`config.mk`:
```
export PLATFORM = sky130hd
export DESIGN_NAME = fwd_hazard_unit_flat
export DESIGN_NICKNAME = d
export VERILOG_FILES = /design/src/rtl/fwd_hazard_pkg.sv /design/src/rtl/fwd_hazard_if.sv /design/src/rtl/fwd_src_select.sv /design/src/rtl/fwd_hazard_unit.sv /design/src/flat_wrapper.sv
export SDC_FILE = /design/constraint.sdc
export NUM_CORES = 1
export LEC_CHECK = 0
export ABC_AREA = 1
export BUFFER_PORTS_ARGS = -buffer_cell sky130_fd_sc_hd__buf_2
export CAP_MARGIN = 10
export CORE_MARGIN = 4
export CORE_UTILIZATION = 45
export CTS_CLUSTER_SIZE = 30
export DETAILED_ROUTE_END_ITERATION = 6
export HOLD_SLACK_MARGIN = 0.06
export PLACE_DENSITY_LB_ADDON = 0.3
export SKIP_LAST_GASP = 1
export SLEW_MARGIN = 5
export SYNTH_ARGS = -nofsm -noshare
export SYNTH_HDL_FRONTEND = slang
export SYNTH_HIERARCHICAL = 1
export SYNTH_SLANG_ARGS = --single-unit
export TNS_END_PERCENT = 5
```
`constraint.sdc`:
```
create_clock -name clk -period 3.7 [get_ports clk]
set_input_delay 0.185 -clock clk [delete_from_list [all_inputs] [get_ports clk]]
set_output_delay 0.185 -clock clk [all_outputs]
set_load 0.02 [all_outputs]
```
`src/rtl/fwd_hazard_pkg.sv`:
```
`default_nettype none
// ============================================================================
// Module      : fwd_hazard_pkg
// Description : Shared types for the forwarding / load-use hazard unit.
// Revision    : 1.0 - initial release
// ============================================================================
package fwd_hazard_pkg;

  // Tracked register addresses are held at this width; the unit's RA_W must not exceed it.
  localparam int RA_W_MAX   = 8;
  localparam int FWD_SRC_RF = 0;

  typedef logic [RA_W_MAX-1:0] reg_addr_t;

  localparam reg_addr_t ZERO_REG = '0;

  typedef struct packed {
    logic      valid;
    reg_addr_t rs;
    reg_addr_t rt;
    reg_addr_t rd;
    logic      regwrite;
    logic      is_load;
    logic      is_store;
  } entry_t;

  function automatic logic writer(input entry_t e, input reg_addr_t r);
    return e.valid & e.regwrite & (e.rd != ZERO_REG) & (e.rd == r);
  endfunction

endpackage
`default_nettype wire

```
`src/rtl/fwd_hazard_if.sv`:
```
`default_nettype none
// ============================================================================
// Module      : fwd_hazard_if
// Description : Decode-side bundle between the pipeline and the hazard unit.
// Revision    : 1.0 - initial release
// ============================================================================
interface fwd_hazard_if #(
  parameter int RA_W  = 4,
  parameter int DEPTH = 3
);
  localparam int FSEL_W = $clog2(DEPTH);

  logic              freeze;
  logic              flush;
  logic              id_valid;
  logic [RA_W-1:0]   id_rs;
  logic [RA_W-1:0]   id_rt;
  logic              id_uses_rs;
  logic              id_uses_rt;
  logic [RA_W-1:0]   id_rd;
  logic              id_regwrite;
  logic              id_is_load;
  logic              id_is_store;
  logic              stall;
  logic [FSEL_W-1:0] fwd_a;
  logic [FSEL_W-1:0] fwd_b;
  logic              fwd_m;

  modport master (
    output freeze, flush, id_valid, id_rs, id_rt, id_uses_rs, id_uses_rt,
           id_rd, id_regwrite, id_is_load, id_is_store,
    input  stall, fwd_a, fwd_b, fwd_m
  );

  modport slave (
    input  freeze, flush, id_valid, id_rs, id_rt, id_uses_rs, id_uses_rt,
           id_rd, id_regwrite, id_is_load, id_is_store,
    output stall, fwd_a, fwd_b, fwd_m
  );
endinterface
`default_nettype wire

```
`src/rtl/fwd_src_select.sv`:
```
`default_nettype none
// ============================================================================
// Module      : fwd_src_select
// Description : Picks the youngest in-flight stage (1..DEPTH-1) writing i_reg.
// Revision    : 1.0 - initial release
// ============================================================================
module fwd_src_select
  import fwd_hazard_pkg::*;
#(
  parameter int DEPTH  = 3,
  parameter int FSEL_W = 2
) (
  input  entry_t [DEPTH-1:0] i_entries,
  input  logic               i_en,
  input  reg_addr_t          i_reg,
  output logic [FSEL_W-1:0]  o_sel
);

  // Walk oldest to youngest so the smallest matching stage is the last assignment.
  always_comb begin
    o_sel = FSEL_W'(FWD_SRC_RF);
    if (i_en) begin
      for (int k = DEPTH - 1; k >= 1; k--) begin
        if (writer(i_entries[k], i_reg)) begin
          o_sel = FSEL_W'(k);
        end
      end
    end
  end

  logic w_unused;
  assign w_unused = ^i_entries;

endmodule
`default_nettype wire

```
`src/rtl/fwd_hazard_unit.sv`:
```
`default_nettype none
// ============================================================================
// Module      : fwd_hazard_unit
// Description : Operand/store-data forwarding and load-use stall beside decode/EX.
//               Define LOAD_STORE_FWD_EN to forward load data into a following store.
// Revision    : 1.0 - initial release
// ============================================================================
module fwd_hazard_unit
  import fwd_hazard_pkg::*;
#(
  parameter int RA_W  = 4,
  parameter int DEPTH = 3
) (
  input  logic        clk,
  input  logic        rst,
  fwd_hazard_if.slave bus
);

  localparam int     FSEL_W   = $clog2(DEPTH);
  localparam entry_t C_BUBBLE = '0;

  entry_t [DEPTH-1:0] r_entry;
  entry_t             w_idEntry;
  reg_addr_t          w_idRs;
  reg_addr_t          w_idRt;
  logic               w_rsHit;
  logic               w_rtHit;
  logic               w_exempt;
  logic               w_stall;
  logic               w_fwdM;
  logic [FSEL_W-1:0]  w_fwdA;
  logic [FSEL_W-1:0]  w_fwdB;

  assign w_idRs = reg_addr_t'(bus.id_rs);
  assign w_idRt = reg_addr_t'(bus.id_rt);

  always_comb begin
    w_idEntry          = C_BUBBLE;
    w_idEntry.valid    = 1'b1;
    w_idEntry.rs       = w_idRs;
    w_idEntry.rt       = w_idRt;
    w_idEntry.rd       = reg_addr_t'(bus.id_rd);
    w_idEntry.regwrite = bus.id_regwrite;
    w_idEntry.is_load  = bus.id_is_load;
    w_idEntry.is_store = bus.id_is_store;
  end

  always_ff @(posedge clk or posedge rst) begin
    if (rst) begin
      r_entry <= '0;
    end else if (!bus.freeze) begin
      r_entry[0] <= (bus.flush || w_stall || !bus.id_valid) ? C_BUBBLE : w_idEntry;
      for (int k = 1; k < DEPTH; k++) begin
        r_entry[k] <= r_entry[k-1];
      end
    end
  end

  assign w_rsHit = bus.id_uses_rs & (w_idRs == r_entry[0].rd);
  assign w_rtHit = bus.id_uses_rt & (w_idRt == r_entry[0].rd);

`ifdef LOAD_STORE_FWD_EN
  // Store data can be picked up from WB while the store sits in MEM, so no bubble is needed.
  assign w_exempt = bus.id_is_store & ~w_rsHit;
  assign w_fwdM   = r_entry[1].valid & r_entry[1].is_store & writer(r_entry[2], r_entry[1].rt);
`else
  assign w_exempt = 1'b0;
  assign w_fwdM   = 1'b0;
`endif

  assign w_stall = bus.id_valid & ~bus.flush & r_entry[0].valid & r_entry[0].is_load &
                   (r_entry[0].rd != ZERO_REG) & (w_rsHit | (w_rtHit & ~w_exempt));

  fwd_src_select #(.DEPTH(DEPTH), .FSEL_W(FSEL_W)) u_selA (
    .i_entries (r_entry),
    .i_en      (r_entry[0].valid),
    .i_reg     (r_entry[0].rs),
    .o_sel     (w_fwdA)
  );

  fwd_src_select #(.DEPTH(DEPTH), .FSEL_W(FSEL_W)) u_selB (
    .i_entries (r_entry),
    .i_en      (r_entry[0].valid),
    .i_reg     (r_entry[0].rt),
    .o_sel     (w_fwdB)
  );

  assign bus.stall = w_stall;
  assign bus.fwd_a = w_fwdA;
  assign bus.fwd_b = w_fwdB;
  assign bus.fwd_m = w_fwdM;

endmodule
`default_nettype wire
```
`src/flat_wrapper.sv`:
```
// flat-port wrapper written by rule: the top's interface ports become plain ports
module fwd_hazard_unit_flat import fwd_hazard_pkg::*;
#(
  parameter int RA_W  = 4,
  parameter int DEPTH = 3
)
  (clk, rst, bus_freeze, bus_flush, bus_id_valid, bus_id_rs, bus_id_rt, bus_id_uses_rs, bus_id_uses_rt, bus_id_rd, bus_id_regwrite, bus_id_is_load, bus_id_is_store, bus_stall, bus_fwd_a, bus_fwd_b, bus_fwd_m);
  fwd_hazard_if #(.RA_W(RA_W), .DEPTH(DEPTH)) bus_i ();
  input  logic clk;
  input  logic rst;
  input wire logic [$bits(bus_i.freeze)-1:0] bus_freeze;
  input wire logic [$bits(bus_i.flush)-1:0] bus_flush;
  input wire logic [$bits(bus_i.id_valid)-1:0] bus_id_valid;
  input wire logic [$bits(bus_i.id_rs)-1:0] bus_id_rs;
  input wire logic [$bits(bus_i.id_rt)-1:0] bus_id_rt;
  input wire logic [$bits(bus_i.id_uses_rs)-1:0] bus_id_uses_rs;
  input wire logic [$bits(bus_i.id_uses_rt)-1:0] bus_id_uses_rt;
  input wire logic [$bits(bus_i.id_rd)-1:0] bus_id_rd;
  input wire logic [$bits(bus_i.id_regwrite)-1:0] bus_id_regwrite;
  input wire logic [$bits(bus_i.id_is_load)-1:0] bus_id_is_load;
  input wire logic [$bits(bus_i.id_is_store)-1:0] bus_id_is_store;
  output wire logic [$bits(bus_i.stall)-1:0] bus_stall;
  output wire logic [$bits(bus_i.fwd_a)-1:0] bus_fwd_a;
  output wire logic [$bits(bus_i.fwd_b)-1:0] bus_fwd_b;
  output wire logic [$bits(bus_i.fwd_m)-1:0] bus_fwd_m;
  assign bus_i.freeze = bus_freeze;
  assign bus_i.flush = bus_flush;
  assign bus_i.id_valid = bus_id_valid;
  assign bus_i.id_rs = bus_id_rs;
  assign bus_i.id_rt = bus_id_rt;
  assign bus_i.id_uses_rs = bus_id_uses_rs;
  assign bus_i.id_uses_rt = bus_id_uses_rt;
  assign bus_i.id_rd = bus_id_rd;
  assign bus_i.id_regwrite = bus_id_regwrite;
  assign bus_i.id_is_load = bus_id_is_load;
  assign bus_i.id_is_store = bus_id_is_store;
  assign bus_stall = bus_i.stall;
  assign bus_fwd_a = bus_i.fwd_a;
  assign bus_fwd_b = bus_i.fwd_b;
  assign bus_fwd_m = bus_i.fwd_m;
  fwd_hazard_unit #(.RA_W(RA_W), .DEPTH(DEPTH)) u_core (.clk(clk), .rst(rst), .bus(bus_i));
endmodule
```
==> impl_metrics.tcl, run 1 <==
set metrics [dict create \
    fill_cells 441 \
    wl_per_cell_um 8.96 \
    drc 0 \
    reg_top3 "u_core/r_entry: 27 flops" \
    syn_area_per_cell_um2 6.03 \
    holdBufCountCts 0 \
    num_antenna_cells 0 \
    clk_latency_ps 270 \
    grt_pass1_vias 1659 \
    finalPower_mw 0.650 \
    num_rows 24 \
    netlist_area_mm2 0.00201 \
    grt_start_max_net_pins 33 \
    largest-register "u_core/r_entry" \
    slew_viol_final 0 \
    clkSinkCount 27 \
    die_w_um 74.9 \
    stdcell_count 461 \
    cts_buffer_depth 2 \
    drive_above_1_share_pct 8.80 \
    layout_commonest_cell "nand2_1" \
    final_net_count 432 \
    layout_common_cells "nand2_1, conb_1, inv_1" \
    root_buffer "clkbuf_8" \
    cts_resized 0 \
    dieArea_mm2 0.00561 \
    postCtsSetupBuffers 0 \
    p_per_area_mw_per_mm2 271 \
    num_io_pins 28 \
    detail-route-antenna-nets 0 \
    worst_hold_slack_ps 134 \
    cp_max_fo 16 \
    port_buffers 25 \
    fin_skew_ps 3.59 \
    grt_first_pass_wirelength_um 7000 \
    dr.pass1.iters 4 \
    hold_viol 0 \
    outcome "finished clean" \
    die_y_um 74.9 \
    yosysWarnings 6 \
    viasPerCell 4.12 \
    fin_util_pct 55.1 \
    slew_headroom_pct 22.6 \
    dp_cells 457 \
    post-route-min-period_ps 1750 \
    grt_antenna_before_repair 0 \
    critPathRequiredTime_ps 3510 \
    start_util_pct 46.3 \
    clk_pin_slew_ps 90 \
    gp_congestion 0.873 \
    grt-ovfl-total 0 \
    worstPathArrival_ps 1570 \
    fin_setup_tns_ps 0 \
    tritoncts "yes" \
    dp_hpwl_um 3080 \
    path_class "flop to primary output" \
    fin_crit_sh_pct 47.4 \
    rsz0062_at_grt "no" \
    via_count 1899 \
    tightestPinTransition_ps 1160 \
    setup-violations-final 0 \
    max-vdd-ir-drop_v 0.000186 \
    max_freq_ghz 0.570 \
    area_growth_pct 19.1 \
    end_kind "primary output" \
    h-tree-depth 1 \
    drt_wl_total_um 4130 \
    netlist_instances 334 \
    maxCapViolations 0 \
    core-area_mm2 0.00435 \
    first_iter_violations 71 \
    largest_reg_flops 27 \
    worst_setup_path_start_kind "flop" \
    leakage_nw 1.38 \
    grt_usage_pct 15.7 \
    hold_path.class "input pin to asynchronous set/reset pin" \
    cts_buffers 3 \
]
-- routing by layer --
layer / wire [um] / GRT usage [%] / vias up / share of wire (%)
met1: 1990 / 20.1 / 791 / 48
met5: 0 / 0 / - / 0
met3: 177 / 1.47 / 2 / 4.3
met2: 1950 / 28.1 / 40 / 47
met4: 13 / 3.95 / 0 / 0.31
li1: - / - / 1066 / -
-- through the flow --
step | cell area [um2] | worst slack [ps]
finish | 2400 | 1950
global route | 2400 | 1760
CTS | 2400 | 1930
detailed placement | 2350 | 1970
global placement | 2350 | 2000
floorplan | 2230 | 2390
-- worst paths after layout --
check	from	endpoint	slack [ps]	cells past startpoint
worst min-delay path	rst	u_core/r_entry[2]$_DFFE_PP0N_	130	2
worst max register to register	u_core/r_entry[27]$_DFFE_PP0N_	u_core/r_entry[27]$_DFFE_PP0N_	2330	5
min in group clk	bus_id_rd[2]	u_core/r_entry[5]$_DFFE_PP0N_	130	3
worst min register to register	u_core/r_entry[2]$_DFFE_PP0N_	u_core/r_entry[30]$_DFFE_PP0N_	490	2
max in group asynchronous	rst	u_core/r_entry[14]$_DFFE_PP0N_	2960	2
worst max-delay path	u_core/r_entry[3]$_DFFE_PP0N_	bus_stall	1950	9
-- report_power, final --
group,leakage [nW],switching [mW],internal (mW)
clock network,0.0255,0.0881,0.0753
registers,0.363,0.0304,0.315
logic,0.992,0.0831,0.0586
total,1.38,0.202,0.448
-- layout make-up --
cell class,instances,area [um2],area share [%]
clock buffers,3,41.3,1.72
clock inverters,1,5.00,0.209
inverters,53,199,8.29
multi-input cells,300,1290,53.7
flip-flops and latches,27,676,28.2
well taps,52,65.1,2.71
repair buffers,25,125,5.22
-- critical path, cell delays in order (launching register included) --
cell	delay [ps]
dfrtp_1	410
inv_1	140
nand2_1	70
nand2_1	70
nor2_1	40
nand3_1	110
nand2_2	70
nand2_4	170
inv_1	50
buf_2	150
(Power assumes the default switching activity.)
==> run 2: changes to the inputs <==
--- a/config.mk
+++ b/config.mk
@@ -5,7 +5,7 @@
 export SDC_FILE = /design/constraint.sdc
 export NUM_CORES = 1
 export LEC_CHECK = 0
-export ABC_AREA = 1
+export ABC_AREA = 0
 export BUFFER_PORTS_ARGS = -buffer_cell sky130_fd_sc_hd__buf_2
 export CAP_MARGIN = 10
 export CORE_MARGIN = 4
==> constraint.sdc (replaced) <==
create_clock -name clk -period 1.7 [get_ports clk]
set_input_delay 0.085 -clock clk [delete_from_list [all_inputs] [get_ports clk]]
set_output_delay 0.085 -clock clk [all_outputs]
set_load 0.02 [all_outputs]
==> impl_metrics.tcl, run 2 <==
set metrics [dict create \
    tritoncts "yes" \
    hold_viol 0 \
    syn_area_per_cell_um2 10.3 \
    max_freq_ghz 0.514 \
    wl_per_cell_um 11.9 \
    netlist_instances 180 \
    die_y_um 72.1 \
    grt_usage_pct 15.1 \
    finalPower_mw 1.40 \
    cp_slowest_cell "or4_1" \
    holdPathStages 3 \
    end_kind "primary output" \
    hold_path.class "input pin to flop" \
    dp_cells 302 \
    r2r-end "u_core/r_entry[22]$_DFFE_PP0N_" \
    viasPerCell 4.69 \
    worst_slack_ps -245 \
    grt_pass1_vias 1435 \
    num_antenna_cells 0 \
    first_iter_violations 43 \
    h-tree-depth 1 \
    largest_reg_flops 27 \
    drt_wl_total_um 3710 \
    fin_util_pct 58.5 \
    fin_crit_sh_pct 114 \
    post-place-ws_ps -97.8 \
    clk_latency_ps 260 \
    drc 0 \
    reg2reg_depth 6 \
    start_util_pct 46.5 \
    post-route-min-period_ps 1940 \
    cp_max_fo 5 \
    slew_headroom_pct 54.3 \
    min_to "u_core/r_entry[2]$_DFFE_PP0N_" \
    clkSinkCount 27 \
    violations "negative setup slack" \
    netlist_area_mm2 0.00185 \
    port_buffers 25 \
    dp_hpwl_um 2860 \
    via_count 1458 \
    maxCapViolations 0 \
    path_common_cell "and4_4" \
    path_cells "or4_1, and4_4, and4_4, or2_4, buf_6" \
    tightestPinTransition_ps 685 \
    worstPathArrival_ps 1860 \
    grt_start_max_net_pins 43 \
    grt_first_pass_wirelength_um 6240 \
    critPathRequiredTime_ps 1620 \
    leakage_nw 1.22 \
    reg2reg_slack_ps -170 \
    cts_buffers 3 \
    area_growth_pct 25.8 \
    dieArea_mm2 0.00519 \
    rsz0062_at_grt "yes" \
    outcome "finished, violations left" \
    max-vdd-ir-drop_v 0.000305 \
    stdcell_count 311 \
    drive_above_1_share_pct 28.4 \
    fin_skew_ps 2.02 \
    final_net_count 284 \
    p_per_area_mw_per_mm2 601 \
    clk_pin_slew_ps 90 \
    slew_viol_final 0 \
    min-delay-start "bus_id_regwrite" \
    path_class "flop to primary output" \
    largest-register "u_core/r_entry" \
    grt-ovfl-total 0 \
    layout_common_cells "conb_1, xor2_1, dfrtp_1" \
    grt_antenna_before_repair 0 \
    yosysWarnings 6 \
    layout_commonest_cell "conb_1" \
    worst_hold_slack_ps 71.2 \
    cts_buffer_depth 2 \
    gp_congestion 0.875 \
    die_w_um 72.1 \
    reg_top3 "u_core/r_entry: 27 flops" \
    dr.pass1.iters 4 \
    setup-violations-final 16 \
    num_io_pins 28 \
    num_rows 23 \
    core-area_mm2 0.00397 \
    root_buffer "clkbuf_8" \
    timing.rr.start "u_core/r_entry[4]$_DFFE_PP0N_" \
    max_stage_delay_ps 510 \
    detail-route-antenna-nets 0 \
    worst_setup_path_start_kind "flop" \
]
-- run 2: repair_timing --
item,4_1_cts,5_1_grt
gates resized for setup,6,1
setup endpoints to repair,19,20
pin swaps,2,1
hold buffers,1,0
endpoints found under the hold margin,27,0
buffers inserted,2,2
-- run 2: per-layer routing --
| layer | up-vias | track usage (%) | wire length, um |
|---|---|---|---|
| li1 | 752 | - | - |
| met1 | 668 | 18.8 | 1710 |
| met2 | 32 | 27.1 | 1820 |
| met3 | 6 | 1.80 | 119 |
| met4 | 0 | 4.80 | 54 |
| met5 | - | 0 | 0 |
-- run 2: worst max-delay path by stage --
stage	startpoint	end	slack, ps	cells after the start
after floorplan	u_core/r_entry[6]$_DFFE_PP0N_	u_core/r_entry[11]$_DFFE_PP0N_	-50	6
after CTS	u_core/r_entry[4]$_DFFE_PP0N_	bus_stall	-260	5
after global placement	u_core/r_entry[6]$_DFFE_PP0N_	u_core/r_entry[27]$_DFFE_PP0N_	-70	5
after global routing	u_core/r_entry[4]$_DFFE_PP0N_	bus_stall	-270	5
final	u_core/r_entry[4]$_DFFE_PP0N_	bus_stall	-240	5
after detailed placement	u_core/r_entry[6]$_DFFE_PP0N_	u_core/r_entry[27]$_DFFE_PP0N_	-100	5
-- run 2: cell type report --
class,instances,area (um2)
clock buffers,3,41.3
clock inverters,1,5.00
fillers,362,1650
inverters,4,15.0
multi-input cells,183,1250
flip-flops and latches,27,676
well taps,50,62.6
repair buffers,43,269
-- run 2: worst max-delay path, delay by kind of cell (launching register included) --
family / cells / cell delay [ps]
flops: 1 / 390
buf+inv: 1 / 130
simple gates: 4 / 1080
-- run 2: power breakdown --
group          total, mW  internal, mW  switching (mW)
Combinational      0.303         0.155           0.147
Sequential         0.744         0.688          0.0563
Clock              0.349         0.164           0.185
Total               1.40          1.01           0.389
-- run 2: metrics by stage --
stage	setup TNS (ps)	instance area, um2
floorplan	-532	2040
global placement	-330	2220
detailed placement	-624	2220
CTS	-1700	2310
global route	-2640	2320
finish	-1720	2320
